<file path="src/rtl/atax_sched_pkg.sv">
// Shared types and helpers for the atax call scheduler.
package atax_sched_pkg;

  localparam int unsigned DEF_PTR_W = 64;
  localparam int unsigned DEF_TAG_W = 4;

  typedef struct packed {
    logic [DEF_TAG_W-1:0] tag;
    logic [DEF_PTR_W-1:0] a;
    logic [DEF_PTR_W-1:0] x;
    logic [DEF_PTR_W-1:0] y;
    logic [DEF_PTR_W-1:0] tmp;
  } job_t;

  typedef enum logic {
    ISS_IDLE = 1'b0,
    ISS_CALL = 1'b1
  } iss_st_e;

  // Ceiling log2 for elaboration-time sizing; clog2(1) = 0.
  function automatic int unsigned clog2(input int unsigned v);
    int unsigned r;
    r = 0;
    for (int unsigned i = 0; i < 32; i++) begin
      if ((64'd1 << i) < 64'(v)) r = i + 1;
    end
    return r;
  endfunction

endpackage

</file>
<file path="src/rtl/atax_sched_fifo.sv">
// Synchronous FIFO with registered full/empty flags and next-cycle flag look-ahead.
module atax_sched_fifo
  import atax_sched_pkg::*;
#(
  parameter int unsigned WIDTH = 8,
  parameter int unsigned DEPTH = 4
) (
  input  logic             clk,
  input  logic             rst_n,
  input  logic             push_i,
  input  logic             pop_i,
  input  logic [WIDTH-1:0] wdata_i,
  output logic [WIDTH-1:0] head_c,
  output logic             full_o,
  output logic             empty_o,
  output logic             full_nxt_c,
  output logic             empty_nxt_c
);

  localparam int unsigned AW = (DEPTH > 1) ? clog2(DEPTH) : 1;
  localparam int unsigned CW = clog2(DEPTH + 1);

  logic [WIDTH-1:0] mem_q [DEPTH];
  logic [AW-1:0]    wr_ptr_q, wr_ptr_d;
  logic [AW-1:0]    rd_ptr_q, rd_ptr_d;
  logic [CW-1:0]    cnt_q, cnt_d;
  logic             full_q, empty_q;
  logic             do_push, do_pop;

  always_comb begin
    do_push     = push_i && !full_q;
    do_pop      = pop_i && !empty_q;
    wr_ptr_d    = wr_ptr_q;
    rd_ptr_d    = rd_ptr_q;
    if (do_push) wr_ptr_d = (wr_ptr_q == AW'(DEPTH - 1)) ? '0 : wr_ptr_q + AW'(1);
    if (do_pop)  rd_ptr_d = (rd_ptr_q == AW'(DEPTH - 1)) ? '0 : rd_ptr_q + AW'(1);
    cnt_d       = cnt_q + CW'(do_push) - CW'(do_pop);
    full_nxt_c  = (cnt_d == CW'(DEPTH));
    empty_nxt_c = (cnt_d == '0);
  end

  always_ff @(posedge clk or negedge rst_n) begin
    if (!rst_n) begin
      wr_ptr_q <= '0;
      rd_ptr_q <= '0;
      cnt_q    <= '0;
      full_q   <= 1'b0;
      empty_q  <= 1'b1;
    end else begin
      wr_ptr_q <= wr_ptr_d;
      rd_ptr_q <= rd_ptr_d;
      cnt_q    <= cnt_d;
      full_q   <= full_nxt_c;
      empty_q  <= empty_nxt_c;
    end
  end

  // Storage needs no reset; the flags gate every read.
  always_ff @(posedge clk) begin
    if (do_push) mem_q[wr_ptr_q] <= wdata_i;
  end

  assign head_c  = mem_q[rd_ptr_q];
  assign full_o  = full_q;
  assign empty_o = empty_q;

endmodule

</file>
<file path="src/rtl/atax_call_sched.sv">
// Job scheduler in front of the atax HLS component: queues host jobs, issues calls,
// bounds outstanding calls and returns tagged completions in issue order.
module atax_call_sched
  import atax_sched_pkg::*;
#(
  parameter int unsigned PTR_W        = DEF_PTR_W,
  parameter int unsigned QDEPTH       = 4,
  parameter int unsigned MAX_INFLIGHT = 2,
  parameter int unsigned TAG_W        = DEF_TAG_W
) (
  input  logic             clock,
  input  logic             resetn,
  input  logic             enable,
  input  logic             job_valid,
  output logic             job_ready,
  input  logic [TAG_W-1:0] job_tag,
  input  logic [PTR_W-1:0] job_A,
  input  logic [PTR_W-1:0] job_x,
  input  logic [PTR_W-1:0] job_y,
  input  logic [PTR_W-1:0] job_tmp,
  output logic             cpl_valid,
  input  logic             cpl_ready,
  output logic [TAG_W-1:0] cpl_tag,
  output logic [31:0]      cpl_count,
  output logic             idle,
  output logic             err,
  output logic             k_start,
  input  logic             k_busy,
  input  logic             k_done,
  output logic             k_stall,
  output logic [PTR_W-1:0] k_A,
  output logic [PTR_W-1:0] k_x,
  output logic [PTR_W-1:0] k_y,
  output logic [PTR_W-1:0] k_tmp
);

  localparam int unsigned IW = clog2(MAX_INFLIGHT + 1);

  iss_st_e          st_q, st_d;
  job_t             q_wdata, q_head;
  logic             q_full, q_empty, q_full_nxt, q_empty_nxt;
  logic [TAG_W-1:0] tag_head;
  logic             tag_full, tag_empty, tag_full_nxt, tag_empty_nxt;
  logic             unused_c;

  logic [IW-1:0]    inflight_q, inflight_d;
  logic [PTR_W-1:0] k_A_q, k_A_d, k_x_q, k_x_d, k_y_q, k_y_d, k_tmp_q, k_tmp_d;
  logic             cpl_valid_q, cpl_valid_d;
  logic [TAG_W-1:0] cpl_tag_q, cpl_tag_d;
  logic [31:0]      cpl_count_q, cpl_count_d;
  logic             err_q, err_d;
  logic             job_ready_q, job_ready_d;
  logic             idle_q, idle_d;

  logic             push_c, accept_c, issue_ok_c, ret_ok_c, spurious_c;

  always_comb begin
    q_wdata.tag = DEF_TAG_W'(job_tag);
    q_wdata.a   = DEF_PTR_W'(job_A);
    q_wdata.x   = DEF_PTR_W'(job_x);
    q_wdata.y   = DEF_PTR_W'(job_y);
    q_wdata.tmp = DEF_PTR_W'(job_tmp);
  end

  assign push_c     = job_valid && job_ready_q;
  assign accept_c   = (st_q == ISS_CALL) && !k_busy;
  assign issue_ok_c = !q_empty && enable && (inflight_q < IW'(MAX_INFLIGHT));
  assign k_stall    = cpl_valid_q && !cpl_ready;
  assign ret_ok_c   = k_done && !k_stall && (inflight_q != '0);
  assign spurious_c = k_done && (inflight_q == '0);

  atax_sched_fifo #(.WIDTH($bits(job_t)), .DEPTH(QDEPTH)) u_job_q (
    .clk        (clock),
    .rst_n      (resetn),
    .push_i     (push_c),
    .pop_i      (accept_c),
    .wdata_i    (q_wdata),
    .head_c     (q_head),
    .full_o     (q_full),
    .empty_o    (q_empty),
    .full_nxt_c (q_full_nxt),
    .empty_nxt_c(q_empty_nxt)
  );

  atax_sched_fifo #(.WIDTH(TAG_W), .DEPTH(MAX_INFLIGHT)) u_tag_q (
    .clk        (clock),
    .rst_n      (resetn),
    .push_i     (accept_c),
    .pop_i      (ret_ok_c),
    .wdata_i    (TAG_W'(q_head.tag)),
    .head_c     (tag_head),
    .full_o     (tag_full),
    .empty_o    (tag_empty),
    .full_nxt_c (tag_full_nxt),
    .empty_nxt_c(tag_empty_nxt)
  );

  assign unused_c = ^{q_full, tag_full, tag_empty, tag_full_nxt, tag_empty_nxt};

  // Issue FSM state register.
  always_ff @(posedge clock or negedge resetn) begin
    if (!resetn) st_q <= ISS_IDLE;
    else         st_q <= st_d;
  end

  // Once raised, a call is held until atax accepts it, regardless of enable.
  always_comb begin
    st_d = st_q;
    case (st_q)
      ISS_IDLE: if (issue_ok_c) st_d = ISS_CALL;
      ISS_CALL: if (!k_busy)    st_d = ISS_IDLE;
      default:                  st_d = ISS_IDLE;
    endcase
  end

  always_comb begin
    k_A_d       = k_A_q;
    k_x_d       = k_x_q;
    k_y_d       = k_y_q;
    k_tmp_d     = k_tmp_q;
    if ((st_q == ISS_IDLE) && issue_ok_c) begin
      k_A_d   = PTR_W'(q_head.a);
      k_x_d   = PTR_W'(q_head.x);
      k_y_d   = PTR_W'(q_head.y);
      k_tmp_d = PTR_W'(q_head.tmp);
    end
    inflight_d  = inflight_q + IW'(accept_c) - IW'(ret_ok_c);
    cpl_valid_d = ret_ok_c ? 1'b1 : (cpl_ready ? 1'b0 : cpl_valid_q);
    cpl_tag_d   = ret_ok_c ? tag_head : cpl_tag_q;
    cpl_count_d = cpl_count_q + 32'(ret_ok_c);
    err_d       = err_q || spurious_c;
    job_ready_d = !q_full_nxt;
    idle_d      = q_empty_nxt && (inflight_d == '0) && !cpl_valid_d && (st_d == ISS_IDLE);
  end

  always_ff @(posedge clock or negedge resetn) begin
    if (!resetn) begin
      k_A_q       <= '0;
      k_x_q       <= '0;
      k_y_q       <= '0;
      k_tmp_q     <= '0;
      inflight_q  <= '0;
      cpl_valid_q <= 1'b0;
      cpl_tag_q   <= '0;
      cpl_count_q <= '0;
      err_q       <= 1'b0;
      job_ready_q <= 1'b0;
      idle_q      <= 1'b1;
    end else begin
      k_A_q       <= k_A_d;
      k_x_q       <= k_x_d;
      k_y_q       <= k_y_d;
      k_tmp_q     <= k_tmp_d;
      inflight_q  <= inflight_d;
      cpl_valid_q <= cpl_valid_d;
      cpl_tag_q   <= cpl_tag_d;
      cpl_count_q <= cpl_count_d;
      err_q       <= err_d;
      job_ready_q <= job_ready_d;
      idle_q      <= idle_d;
    end
  end

  assign k_start   = (st_q == ISS_CALL);
  assign k_A       = k_A_q;
  assign k_x       = k_x_q;
  assign k_y       = k_y_q;
  assign k_tmp     = k_tmp_q;
  assign cpl_valid = cpl_valid_q;
  assign cpl_tag   = cpl_tag_q;
  assign cpl_count = cpl_count_q;
  assign err       = err_q;
  assign job_ready = job_ready_q;
  assign idle      = idle_q;

endmodule

</file>
<file path="config.mk">
export PLATFORM = sky130hd
export DESIGN_NAME = atax_call_sched
export DESIGN_NICKNAME = d
export VERILOG_FILES = /design/src/rtl/atax_sched_pkg.sv /design/src/rtl/atax_sched_fifo.sv /design/src/rtl/atax_call_sched.sv
export SDC_FILE = /design/constraint.sdc
export NUM_CORES = 1
export LEC_CHECK = 0
export ABC_AREA = 0
export BUFFER_PORTS_ARGS = -buffer_cell sky130_fd_sc_hd__buf_2
export CELL_PAD_IN_SITES_DETAIL_PLACEMENT = 0
export CELL_PAD_IN_SITES_GLOBAL_PLACEMENT = 2
export CORE_ASPECT_RATIO = 2
export CORE_MARGIN = 4
export CORE_UTILIZATION = 30
export CTS_CLUSTER_SIZE = 10
export DETAILED_ROUTE_END_ITERATION = 6
export GPL_ROUTABILITY_DRIVEN = 0
export HOLD_SLACK_MARGIN = 0.15
export PLACE_DENSITY_LB_ADDON = 0.1
export SYNTH_ARGS = -nofsm -noshare
export SYNTH_HDL_FRONTEND = slang
export SYNTH_SLANG_ARGS = --single-unit
</file>
<file path="constraint.sdc">
create_clock -name clock -period 9.1 [get_ports clock]
set_clock_uncertainty 0.15 [all_clocks]
set_input_delay 0.455 -clock clock [delete_from_list [all_inputs] [get_ports clock]]
set_output_delay 0.455 -clock clock [all_outputs]
set_load 0.05 [all_outputs]
</file>
==> results.py <==
metrics = {
    "synth": {
        "yosysWarnings": 0,
        "yosys.area_share.simple_pct": 0.970,
        "syn-num-nets": 2416,
        "synth_xor_area_share_pct": 0.686,
        "async_flop_share_pct": 23.1,
        "synth-seq-cells": 1362,
        "synth-main-ff-cell": "edfxtp_1",
        "synth_edf_count": 1048,
        "synth_mux_area_share_pct": 17.7,
        "synth_compound_area_share_pct": 0.100,
        "ys_seq_area_share_pct": 79.0,
        "synth-adder-area-share_pct": 0.342,
        "ys_types": 35,
        "avgSynthCellArea_um2": 23.3,
        "synthCells": 2136,
        "syn_area_mm2": 0.0498,
        "synth_top_family_by_area": "multiplexers",
    },
    "sta": {
        "hold_slack_ns": 0.282,
        "finalMaxSlewViolations": 0,
        "period_needed_ns": 3.66,
        "max_freq_mhz": 273,
        "worst_pin_slew_ns": 1.30,
        "hold_viol": 0,
        "finalSetupViolations": 0,
        "rsz0062_at_grt": "false",
        "fin_crit_sh_pct": 40.2,
        "fin_setup_tns_ns": 0,
        "slew_headroom_pct": 13.0,
    },
    "worst_setup_path": {
        "crit_arrival_ns": 4.15,
        "reg2reg_from": "u_job_q.rd_ptr_q[0]$_DFFE_PN0P_",
        "r2r_cells": 4,
        "crit_end": "k_tmp[10]$_DFFE_PN0P_",
        "critPathLaunch": "u_job_q.rd_ptr_q[0]$_DFFE_PN0P_",
        "crit_required_ns": 9.59,
        "crit_type": "reg -> reg",
        "crit_slowest_cell": "buf_4",
        "cp_cell_sequence": "buf_4 > buf_12 > mux4_2 > mux2_2",
        "crit_buf_inv": 2,
        "r2r-end": "k_tmp[10]$_DFFE_PN0P_",
        "cp.depth": 4,
        "worstPathMaxFanout": 87,
        "crit_family": "buffers and inverters",
        "crit_path_start_kind": "flop",
        "cpPeakStageDelay_ns": 0.83,
        "rrSetupSlack_ns": 5.44,
        "end_kind": "flop",
    },
    "drt": {
        "drt_pass1_iterations": 4,
        "route.detailed.drc": 0,
        "wl_per_cell_um": 24.4,
        "vias": 24700,
        "via_per_inst": 4.64,
        "postRouteWirelength_um": 130000,
        "drt_iter0_markers": 1151,
        "drtAntennaViolNets": 0,
    },
    "die": {
        "die_h_um": 584,
        "die_w_um": 296,
        "core.rowCount": 211,
        "start_util_pct": 30.1,
        "die-area_mm2": 0.173,
        "num_io_pins": 565,
        "core_area_mm2": 0.165,
    },
    "layout": {
        "drive_above_1_share_pct": 40.7,
        "finalNetCount": 3348,
        "synthToLayoutAreaGrowth_pct": 25.4,
        "fill_cells": 15300,
    },
    "power": {
        "clock_power_share_pct": 26.4,
        "max-vdd-ir-drop_mv": 0.221,
        "seq_power_share_pct": 40.6,
        "leakage_nw": 22.3,
        "p_int_w": 0.0143,
        "switchingPower_w": 0.00779,
        "p_sw_share_pct": 35.3,
        "p_comb_share_pct": 33.0,
        "powerDensity_mw_per_mm2": 353,
    },
    "hold_path": {
        "hp-class": "in -> reg",
    },
    "run": {
        "max_cap_violations": 0,
    },
    "global_routing": {
        "grt_pass1_wl_um": 191000,
        "antenna_found_initial": 33,
        "grt_util_all_layers_pct": 14.9,
        "overflow": 0,
        "grt_max_degree": 120,
        "grt_pass1_vias": 28100,
    },
    "clock_network": {
        "clock_path_buffers": 4,
        "cts.clk_slew.worst_paths_ns": 0.06,
        "cts_sinks": 1362,
        "htree_num_levels": 4,
        "clk_latency_ns": 0.77,
        "tritoncts": "done",
        "root_buffer": "clkbuf_16",
        "numCtsBuffers": 163,
    },
    "outcome": {
        "run_status": "completed",
    },
    "placed_design": {
        "dp_hpwl_um": 73700,
        "io_buffers": 564,
    },
}
-- timing repair --
item | CTS | global route
setup buffers | 0 | 0
endpoints found under the hold margin | 1116 | 0
gates resized for setup | 0 | 0
hold buffers | 268 | 0
-- state kept, by name, indices dropped and copies added (netlist names), 2 cells and up --
signal,cells
k_x,64
inflight_q,2
k_y,64
cpl_tag,4
k_A,64
u_tag_q.cnt_q,2
u_job_q.rd_ptr_q,2
k_tmp,64
u_job_q.cnt_q,3
u_job_q.mem_q,1040
u_tag_q.mem_q,8
u_job_q.wr_ptr_q,2
cpl_count,32
-- Yosys cell counts (9+ instances only) --
cell         n  share of area, %
edfxtp_1  1048                63
dfrtp_1    311                16
mux4_2     260                12
mux2_2     258               5.8
buf_2       39              0.39
buf_6       21              0.47
xor2_1      21              0.37
xnor2_1     18              0.32
nor2_1      17              0.13
inv_1       15              0.11
nand2_1     14              0.11
nor3_1      14              0.14
clkbuf_1    13             0.098
ha_1        12              0.30
buf_4        9              0.14
-- cell families (layout without fill, tap and decap cells) --
kind of cell	Yosys count	after routing
flip-flops	1362	1362
multiplexers	522	522
buffers and inverters	104	1142
AND/OR/NAND/NOR	87	87
XOR/XNOR	39	39
adder cells (fa/ha/maj)	13	13
AO/OA/AOI/OAI	9	9
other	0	18
-- cell type report --
class / count / area (um^2) / area share (%)
clock buffer: 260 / 4460 / 7.15
inverter: 15 / 56.3 / 0.0901
timing repair buffer: 856 / 5880 / 9.40
tap: 2130 / 2670 / 4.27
antenna: 18 / 45.0 / 0.0721
clock inverter: 11 / 175 / 0.280
sequential: 1362 / 39300 / 63.0
multi-input combinational: 670 / 9860 / 15.8
-- worst reg2reg max path, cell delays in order (launching register included) --
cell and delay [ns]:
dfrtp_4 0.81, buf_4 0.84, buf_12 0.67, mux4_2 0.80, mux2_2 0.27
-- power groups by stage --
stage	Combinational, W	Sequential, W	Clock [W]
finish	0.00728	0.00897	0.00582
CTS	0.00751	0.00902	0.00607
floorplan	0.00323	0.0112	0
detailed placement	0.00738	0.00913	0
global placement	0.00732	0.00906	0
global route	0.00779	0.00914	0.00631
-- how the worst min path moves through the flow --
stage	startpoint	endpoint	slack, ns	depth (start not counted)
4_1_cts	job_x[0]	u_job_q.mem_q[3][128]$_DFFE_PP_	0.21	2
2_1_floorplan	resetn	cpl_count[0]$_DFF_PN0_	0.009	0
3_3_place_gp	err$_DFF_PN0_	err$_DFF_PN0_	0.30	1
3_5_place_dp	err$_DFF_PN0_	err$_DFF_PN0_	0.31	1
6_report	job_x[17]	u_job_q.mem_q[3][145]$_DFFE_PP_	0.28	2
5_1_grt	job_A[41]	u_job_q.mem_q[1][233]$_DFFE_PP_	0.25	2
-- per-layer routing --
layer	GRT usage [%]	wire length [um]	vias up
li1	-	-	10600
met1	18.6	52900	13200
met2	25.3	63600	684
met5	0	171	-
met3	4.75	9820	211
met4	3.98	3110	28
-- cell usage in the layout (no fill, tap or decap), types with 4 or more instances in the layout --
| cell | n |
|---|---|
| and2_4 | 4 |
| buf_4 | 11 |
| ha_1 | 12 |
| dlygate4sd3_1 | 267 |
| xor2_1 | 21 |
| nand4_1 | 7 |
| nand3_1 | 7 |
| dfrtp_1 | 309 |
| mux2i_1 | 4 |
| nor3_1 | 14 |
| clkbuf_16 | 164 |
| nor4_1 | 4 |
| edfxtp_1 | 1048 |
| mux4_2 | 260 |
| nor2_1 | 17 |
| buf_12 | 13 |
| clkbuf_1 | 96 |
| and4_1 | 6 |
| inv_1 | 15 |
| a21oi_1 | 4 |
| buf_2 | 563 |
| xnor2_1 | 18 |
| mux2_2 | 258 |
| nand2_1 | 14 |
| diode_2 | 18 |
-- per-stage QoR --
stage | power (W) | instances | util (%) | instance area, um^2 | worst slack (ns)
floorplan | 0.0145 | 2136 | - | 49800 | 1.35
global placement | 0.0164 | 4765 | 33.3 | 55100 | 5.25
detailed placement | 0.0165 | 4765 | 33.3 | 55100 | 5.24
CTS | 0.0226 | 5304 | 37.8 | 62400 | 5.24
global route | 0.0232 | 5315 | 37.8 | 62500 | 5.06
finish | 0.0221 | 5322 | 37.8 | 62500 | 5.44
Note: power is estimated with default switching activity, not from simulation.
